==> config.mk <==
export PLATFORM = sky130hd
export DESIGN_NAME = addsub_pipe_flat
export DESIGN_NICKNAME = d
export VERILOG_FILES = /design/src/rtl/addsub_pkg.sv /design/src/rtl/addsub_pipe_if.sv /design/src/rtl/addsub_stage.sv /design/src/rtl/addsub_pipe.sv /design/src/flat_wrapper.sv
export SDC_FILE = /design/constraint.sdc
export NUM_CORES = 1
export LEC_CHECK = 0
export CAP_MARGIN = 20
export CORE_MARGIN = 1.5
export CORE_UTILIZATION = 35
export CTS_CLUSTER_DIAMETER = 80
export CTS_CLUSTER_SIZE = 14
export DETAILED_ROUTE_END_ITERATION = 12
export PLACE_DENSITY_LB_ADDON = 0.05
export SYNTH_ARGS = -nofsm -noshare
export SYNTH_HDL_FRONTEND = slang
export SYNTH_SLANG_ARGS = --single-unit
==> constraint.sdc <==
create_clock -name clk -period 2.7 [get_ports clk]
set_input_delay 0.405 -clock clk [delete_from_list [all_inputs] [get_ports clk]]
set_output_delay 0.405 -clock clk [all_outputs]
set_load 0.05 [all_outputs]
==> src/rtl/addsub_pkg.sv <==
// Shared definitions for the pipelined add/subtract unit: op encodings,
// chunk sizing and the signed clamp limits used when ADDSUB_SAT_EN is defined.
package addsub_pkg;

  typedef enum logic {
    OP_ADD = 1'b0,
    OP_SUB = 1'b1
  } op_e;

  function automatic int chunk_w(input int width, input int stages);
    return width / stages;
  endfunction

  // Limits come back 64 bits wide; callers truncate to their WIDTH (WIDTH <= 64).
  function automatic logic [63:0] signed_max(input int width);
    return (64'd1 << (width - 1)) - 64'd1;
  endfunction

  function automatic logic [63:0] signed_min(input int width);
    return 64'd1 << (width - 1);
  endfunction

endpackage

==> src/rtl/addsub_pipe_if.sv <==
// Operand/result handshake bundle for addsub_pipe. The producer/consumer side
// uses the master modport, the arithmetic unit uses the slave modport.
interface addsub_pipe_if #(
  parameter int WIDTH = 32
);
  logic             in_valid;
  logic             in_ready;
  logic             ctr;
  logic [WIDTH-1:0] a;
  logic [WIDTH-1:0] b;
  logic             out_valid;
  logic             out_ready;
  logic [WIDTH-1:0] out;
  logic             carry;
  logic             ovf;
  logic             zero;
  logic             sat;

  modport master (
    output in_valid, ctr, a, b, out_ready,
    input  in_ready, out_valid, out, carry, ovf, zero, sat
  );

  modport slave (
    input  in_valid, ctr, a, b, out_ready,
    output in_ready, out_valid, out, carry, ovf, zero, sat
  );
endinterface

==> src/rtl/addsub_stage.sv <==
// One CHUNK-bit slice of the pipelined carry chain: adds chunk IDX of the
// operands plus the incoming carry and registers the partial result.
module addsub_stage
  import addsub_pkg::*;
#(
  parameter int WIDTH  = 32,
  parameter int STAGES = 2,
  parameter int IDX    = 0
) (
  input  logic             clk,
  input  logic             rst_n,
  input  logic             load,
  input  logic             valid_in,
  input  logic             cin,
  input  logic [WIDTH-1:0] a_in,
  input  logic [WIDTH-1:0] b_in,
  input  logic [WIDTH-1:0] res_in,
  output logic             valid_q,
  output logic             cout_q,
  output logic [WIDTH-1:0] a_q,
  output logic [WIDTH-1:0] b_q,
  output logic [WIDTH-1:0] res_q
);
  localparam int CHUNK = chunk_w(WIDTH, STAGES);
  localparam int LSB   = IDX * CHUNK;

  logic [CHUNK:0]   sum;
  logic [WIDTH-1:0] res_d;

  always_comb begin
    // NOTE: res_d gets its full default before the chunk patch; a partial assignment would infer a latch.
    res_d = res_in;
    sum   = {1'b0, a_in[LSB +: CHUNK]} + {1'b0, b_in[LSB +: CHUNK]} + {{CHUNK{1'b0}}, cin};
    res_d[LSB +: CHUNK] = sum[CHUNK-1:0];
  end

  // NOTE: datapath flops are reset along with valid so every output reads 0 straight out of reset.
  always_ff @(posedge clk or negedge rst_n) begin
    if (!rst_n) begin
      valid_q <= 1'b0;
      cout_q  <= 1'b0;
      a_q     <= '0;
      b_q     <= '0;
      res_q   <= '0;
    end else if (load) begin
      // NOTE: non-blocking assignments so every stage samples its neighbour's pre-edge value.
      valid_q <= valid_in;
      cout_q  <= sum[CHUNK];
      a_q     <= a_in;
      b_q     <= b_in;
      res_q   <= res_d;
    end
  end

endmodule

==> src/rtl/addsub_pipe.sv <==
// Pipelined WIDTH-bit add/subtract with valid/ready on both sides and carry,
// overflow and zero flags. Define ADDSUB_SAT_EN to clamp signed overflow.
module addsub_pipe
  import addsub_pkg::*;
#(
  parameter int WIDTH  = 32,
  parameter int STAGES = 2
) (
  input  logic        clk,
  input  logic        rst_n,
  addsub_pipe_if.slave bus
);
  localparam int LAST = STAGES - 1;

  if ((WIDTH % STAGES) != 0 || STAGES < 1 || STAGES > 8) begin : g_bad_cfg
    $error("addsub_pipe: STAGES must be 1..8 and divide WIDTH");
  end

  logic [STAGES-1:0] vld;
  logic [STAGES-1:0] ld;
  logic [STAGES-1:0] cout;
  logic [WIDTH-1:0]  opa [STAGES];
  logic [WIDTH-1:0]  opb [STAGES];
  logic [WIDTH-1:0]  res [STAGES];

  logic             cin0;
  logic [WIDTH-1:0] b0;

  // Subtract is a + ~b + 1: invert b once at the entry and seed the chain with 1.
  assign cin0 = (bus.ctr == OP_SUB);
  assign b0   = cin0 ? ~bus.b : bus.b;

  // Stage k may load whenever any stage from k to the end has a hole, or the
  // consumer drains the last stage; this is the ripple enable chain flattened.
  for (genvar k = 0; k < STAGES; k++) begin : g_ld
    assign ld[k] = bus.out_ready | ~(&vld[LAST:k]);
  end

  assign bus.in_ready = ld[0];

  for (genvar k = 0; k < STAGES; k++) begin : g_stage
    logic             v_in;
    logic             c_in;
    logic [WIDTH-1:0] a_in;
    logic [WIDTH-1:0] b_in;
    logic [WIDTH-1:0] r_in;

    if (k == 0) begin : g_first
      assign v_in = bus.in_valid;
      assign c_in = cin0;
      assign a_in = bus.a;
      assign b_in = b0;
      assign r_in = '0;
    end else begin : g_next
      assign v_in = vld[k-1];
      assign c_in = cout[k-1];
      assign a_in = opa[k-1];
      assign b_in = opb[k-1];
      assign r_in = res[k-1];
    end

    addsub_stage #(
      .WIDTH  (WIDTH),
      .STAGES (STAGES),
      .IDX    (k)
    ) u_stage (
      .clk      (clk),
      .rst_n    (rst_n),
      .load     (ld[k]),
      .valid_in (v_in),
      .cin      (c_in),
      .a_in     (a_in),
      .b_in     (b_in),
      .res_in   (r_in),
      .valid_q  (vld[k]),
      .cout_q   (cout[k]),
      .a_q      (opa[k]),
      .b_q      (opb[k]),
      .res_q    (res[k])
    );
  end

  logic             vo;
  logic             s_a;
  logic             s_b;
  logic             ovf_c;
  logic             sat_c;
  logic [WIDTH-1:0] out_c;

  assign vo  = vld[LAST];
  assign s_a = opa[LAST][WIDTH-1];
  assign s_b = opb[LAST][WIDTH-1];

  // Flags are qualified by out_valid so an empty pipe never shows stale flags.
  assign ovf_c = vo & (s_a == s_b) & (res[LAST][WIDTH-1] != s_a);

`ifdef ADDSUB_SAT_EN
  localparam logic [WIDTH-1:0] SMAX = WIDTH'(signed_max(WIDTH));
  localparam logic [WIDTH-1:0] SMIN = WIDTH'(signed_min(WIDTH));

  assign sat_c = ovf_c;
  assign out_c = ovf_c ? (s_a ? SMIN : SMAX) : res[LAST];
`else
  assign sat_c = 1'b0;
  assign out_c = res[LAST];
`endif

  assign bus.out_valid = vo;
  assign bus.out       = out_c;
  assign bus.carry     = vo & cout[LAST];
  assign bus.ovf       = ovf_c;
  assign bus.zero      = vo & (out_c == '0);
  assign bus.sat       = sat_c;

  // Only the sign bits of the final operand copies feed the flags.
  logic unused_ops;
  assign unused_ops = &{1'b0, opa[LAST][WIDTH-2:0], opb[LAST][WIDTH-2:0]};

endmodule

==> src/flat_wrapper.sv <==
// flat-port wrapper written by rule: the top's interface ports become plain ports
module addsub_pipe_flat import addsub_pkg::*;
#(
  parameter int WIDTH  = 32,
  parameter int STAGES = 2
)
  (clk, rst_n, bus_in_valid, bus_ctr, bus_a, bus_b, bus_out_ready, bus_in_ready, bus_out_valid, bus_out, bus_carry, bus_ovf, bus_zero, bus_sat);
  addsub_pipe_if #(.WIDTH(WIDTH)) bus_i ();
  input  logic clk;
  input  logic rst_n;
  input wire logic [$bits(bus_i.in_valid)-1:0] bus_in_valid;
  input wire logic [$bits(bus_i.ctr)-1:0] bus_ctr;
  input wire logic [$bits(bus_i.a)-1:0] bus_a;
  input wire logic [$bits(bus_i.b)-1:0] bus_b;
  input wire logic [$bits(bus_i.out_ready)-1:0] bus_out_ready;
  output wire logic [$bits(bus_i.in_ready)-1:0] bus_in_ready;
  output wire logic [$bits(bus_i.out_valid)-1:0] bus_out_valid;
  output wire logic [$bits(bus_i.out)-1:0] bus_out;
  output wire logic [$bits(bus_i.carry)-1:0] bus_carry;
  output wire logic [$bits(bus_i.ovf)-1:0] bus_ovf;
  output wire logic [$bits(bus_i.zero)-1:0] bus_zero;
  output wire logic [$bits(bus_i.sat)-1:0] bus_sat;
  assign bus_i.in_valid = bus_in_valid;
  assign bus_i.ctr = bus_ctr;
  assign bus_i.a = bus_a;
  assign bus_i.b = bus_b;
  assign bus_i.out_ready = bus_out_ready;
  assign bus_in_ready = bus_i.in_ready;
  assign bus_out_valid = bus_i.out_valid;
  assign bus_out = bus_i.out;
  assign bus_carry = bus_i.carry;
  assign bus_ovf = bus_i.ovf;
  assign bus_zero = bus_i.zero;
  assign bus_sat = bus_i.sat;
  addsub_pipe #(.WIDTH(WIDTH), .STAGES(STAGES)) u_core (.clk(clk), .rst_n(rst_n), .bus(bus_i));
endmodule
==> results.md <==
- CP endpoint kind: flip-flop
- Root Buffer: clkbuf_16
- Max-Slew Margin vs Limit: between 60% and 70%
- Primary FF master, synth: dfrtp_1
- Worst hold slack: between 0.06 and 0.07 ns
- Sequential fraction of the synthesis area: 41.3%
- GR Util All Layers: 17.7%
- Yosys synthesis warning count: 0
- CTS Sinks: 86
- Vias in the first global route: roughly 4500
- Synthesized cell area: roughly 5200 um2
- Starting Density: a little over a third
- Fillers: 1463
- Via density: 5.02
- Critical Path, Cell by Cell: fa_2, fa_2, a211o_1, a21oi_4, o21ai_1, o21a_1, or3_1, a31o_1
- Overall Power: about 5.4 mW
- PortBufs: roughly 110
- Pwr Density: 779 nW/um2
- Most used cell, CP: fa_2
- Count of final max-slew check failures: 0
- DR iter-0 viols: 230
- Slowest CP cell: dfrtp_1
- Router iterations before antenna repair: 4
- Worst Hold Class: primary input to async pin
- Die area: about 16000 um2
- Die Y: 125 um
- Worst R2R Setup Slack: ~0.10 ns
- Worst-case vdd ir drop: 352 uV
- Reg2Reg Depth: 8
- Clk_lat worst skew: about 0.34 ns
- CTS tree: built
- Total Wirelength: 13400 um
- Critical path buffers and inverters: 0
- CP Class: flip-flop to flip-flop
- CTS Buf Count: 9
- Dpl ws: -0.176 ns
- Inst Count DP: around 900
- Die width: about 130 um
- Final worst slack: about 0.10 ns
- Largest net degree at the start of global routing: 45
- Initial antenna violation count: 0
- Number of synthesized flops with an enable pin: 0
- Post-route minimum period: roughly 2.6 ns
- Max FO, Critical Path: 3
- # IOs: approximately 110
- Via count: approximately 4600
- DP HPWL: roughly 10000 um
- Final ANT Viol Nets: 0
- Register area: ~2200 um2
- Final Cell Area: roughly 6900 um2
- Reg2reg start: u_core.g_stage[0].u_stage.cout_q
- Most common cell after layout, fill and taps aside: nand2_1
- WP data required: 2.93 ns
- Share of cells above drive strength 1: roughly a tenth
- Worst Tran Pin Value: about 0.60 ns
- Commonest non-fill, non-tap cells in the layout: 158 x nand2_1, 101 x clkdlybuf4s50_1, 86 x dfrtp_1
- Final Non-Filler Cells: 913
- Post-DP Area: between 6000 and 7000 um2
- Setup Viol. Count Final: 0
- Max Buffers Root-to-Sink: 2
- Async SR Flop Fraction: between 90% and 100%
- Post-synth cell types: 59
- Core area: 14500 um2
- Leak Pwr: a little over 3 nW
- Antenna cells: 0
- Synthesis-stage register bit count: 86
- Nets: ~830
- Setup skew after layout: about 0.0058 ns
- Fin Setup TNS: 0 ns
- First-pass GRT wire length: approximately 22000 um
- Number of remaining DRC errors: 0
- Post-Synthesis Cells: 600
- Setup crit start kind: flip-flop
- Reg clk slew, reported paths: ~0.06 ns
- P&R area growth vs syn: 33.3%
- GRT overflow: 0
- Worst Path Arrival: 2.83 ns
- Critical path's top delay family: compound AO/OA/AOI/OAI gates
- RSZ-0062 raised after global routing: no
- GPL Wtd Cong: approximately 0.9
- Multi-input gate area: ~2900 um2
- Post-Syn Nets: 702
- H-tree depth: 3
- Period Utilization, post-route: slightly below 100%
- Slowest stage delay, CP: between 0.4 and 0.5 ns
- Final core area utilization: a little under half
- Max Cap Viol: 0
- Per-cell routed wire length: roughly 15 um
- Row Count: 44
- Final hold violation count: 0
- Outcome: finished, final reports clean
- Critical R2R Capture: u_core.g_stage[1].u_stage.res_q[24]
- Syn avg cell area: slightly below 9 um2
- F_max: roughly 380 MHz
## cells by family (layout without fill, tap and decap cells)
logic type	count (synthesis)	count (layout)	synth area share, %
buf+inv	39	168	3.05
simple gates	259	259	22.3
other cells	1	1	0.0720
compound gates	134	134	16.8
mux	2	2	0.432
flops	86	86	41.3
fa+ha+maj	33	33	8.36
xor+xnor	46	46	7.73
## how the worst max path moves through the flow
stage                                startpoint                             endpoint  slack, ns  cells past startpoint
2_1_floorplan  u_core.g_stage[0].u_stage.cout_q  u_core.g_stage[1].u_stage.res_q[30]       0.06                      8
3_3_place_gp                           bus_b[0]     u_core.g_stage[0].u_stage.cout_q      -0.14                     10
3_5_place_dp                           bus_b[0]     u_core.g_stage[0].u_stage.cout_q      -0.18                     10
4_1_cts        u_core.g_stage[0].u_stage.cout_q  u_core.g_stage[1].u_stage.res_q[30]       0.04                      8
5_1_grt        u_core.g_stage[0].u_stage.cout_q  u_core.g_stage[1].u_stage.res_q[24]       0.01                      8
6_report       u_core.g_stage[0].u_stage.cout_q  u_core.g_stage[1].u_stage.res_q[24]       0.10                      8
## timing repair
item	CTS	global route
pin swaps	0	3
hold buffers	0	0
setup endpoints to repair	2	1
resized for setup	2	0
setup buffers	0	1
## routing by layer
layer / GRT usage (%) / part of all wire [%]
met2: 27.8 / 44
met5: 0 / 0
met3: 2.40 / 4.0
met1: 25.4 / 51
met4: 5.61 / 1.6
## layout make-up
cell class                      count  share of cell area (%)
Multi-Input combinational cell    475                    41.9
Sequential cell                    86                    31.0
Timing Repair Buffer              143                    19.4
Tap cell                          184                    3.31
Clock buffer                        9                    3.24
Clock inverter                      7                   0.702
Inverter                            9                   0.486
## sequential cells by signal, indices dropped and copies added (netlist names)
name / cells
u_core.g_stage.u_stage.res_q: 48
u_core.g_stage.u_stage.cout_q: 2
u_core.g_stage.u_stage.a_q: 17
u_core.g_stage.u_stage.b_q: 17
u_core.g_stage.u_stage.valid_q: 2
## power breakdown
part	total [mW]	internal, mW	leakage (nW)	switching [mW]
Combinational	2.39	0.964	1.96	1.43
Sequential	1.87	1.60	1.02	0.269
Clock	1.15	0.624	0.136	0.525
Total	5.41	3.19	3.11	2.22
## Yosys cell counts (2+ instances only)
cell / n / area [um2]
nand2_1: 158 / 593
buf_1: 5 / 18.8
nor4b_1: 3 / 26.3
a31o_1: 2 / 17.5
inv_1: 8 / 30.0
o21ai_0: 36 / 180
or3_1: 9 / 56.3
nor3_1: 8 / 40.0
nor2b_1: 6 / 37.5
nor4_1: 7 / 43.8
xor2_1: 22 / 193
o31ai_1: 7 / 52.6
a211oi_1: 7 / 52.6
nor2_1: 31 / 116
a21o_1: 9 / 67.6
nand3_1: 4 / 20.0
a211o_1: 4 / 35.0
ha_1: 30 / 375
and3_1: 5 / 31.3
a21oi_1: 35 / 175
a21boi_1: 3 / 22.5
o21a_1: 9 / 67.6
nand4_1: 9 / 56.3
and2_1: 5 / 31.3
nand2b_1: 7 / 43.8
fa_1: 3 / 60.1
buf_2: 6 / 30.0
o21ai_1: 6 / 30.0
clkbuf_1: 17 / 63.8
o31a_1: 2 / 17.5
xnor2_1: 24 / 210
dfrtp_1: 86 / 2150
(Power assumes the default switching activity.)
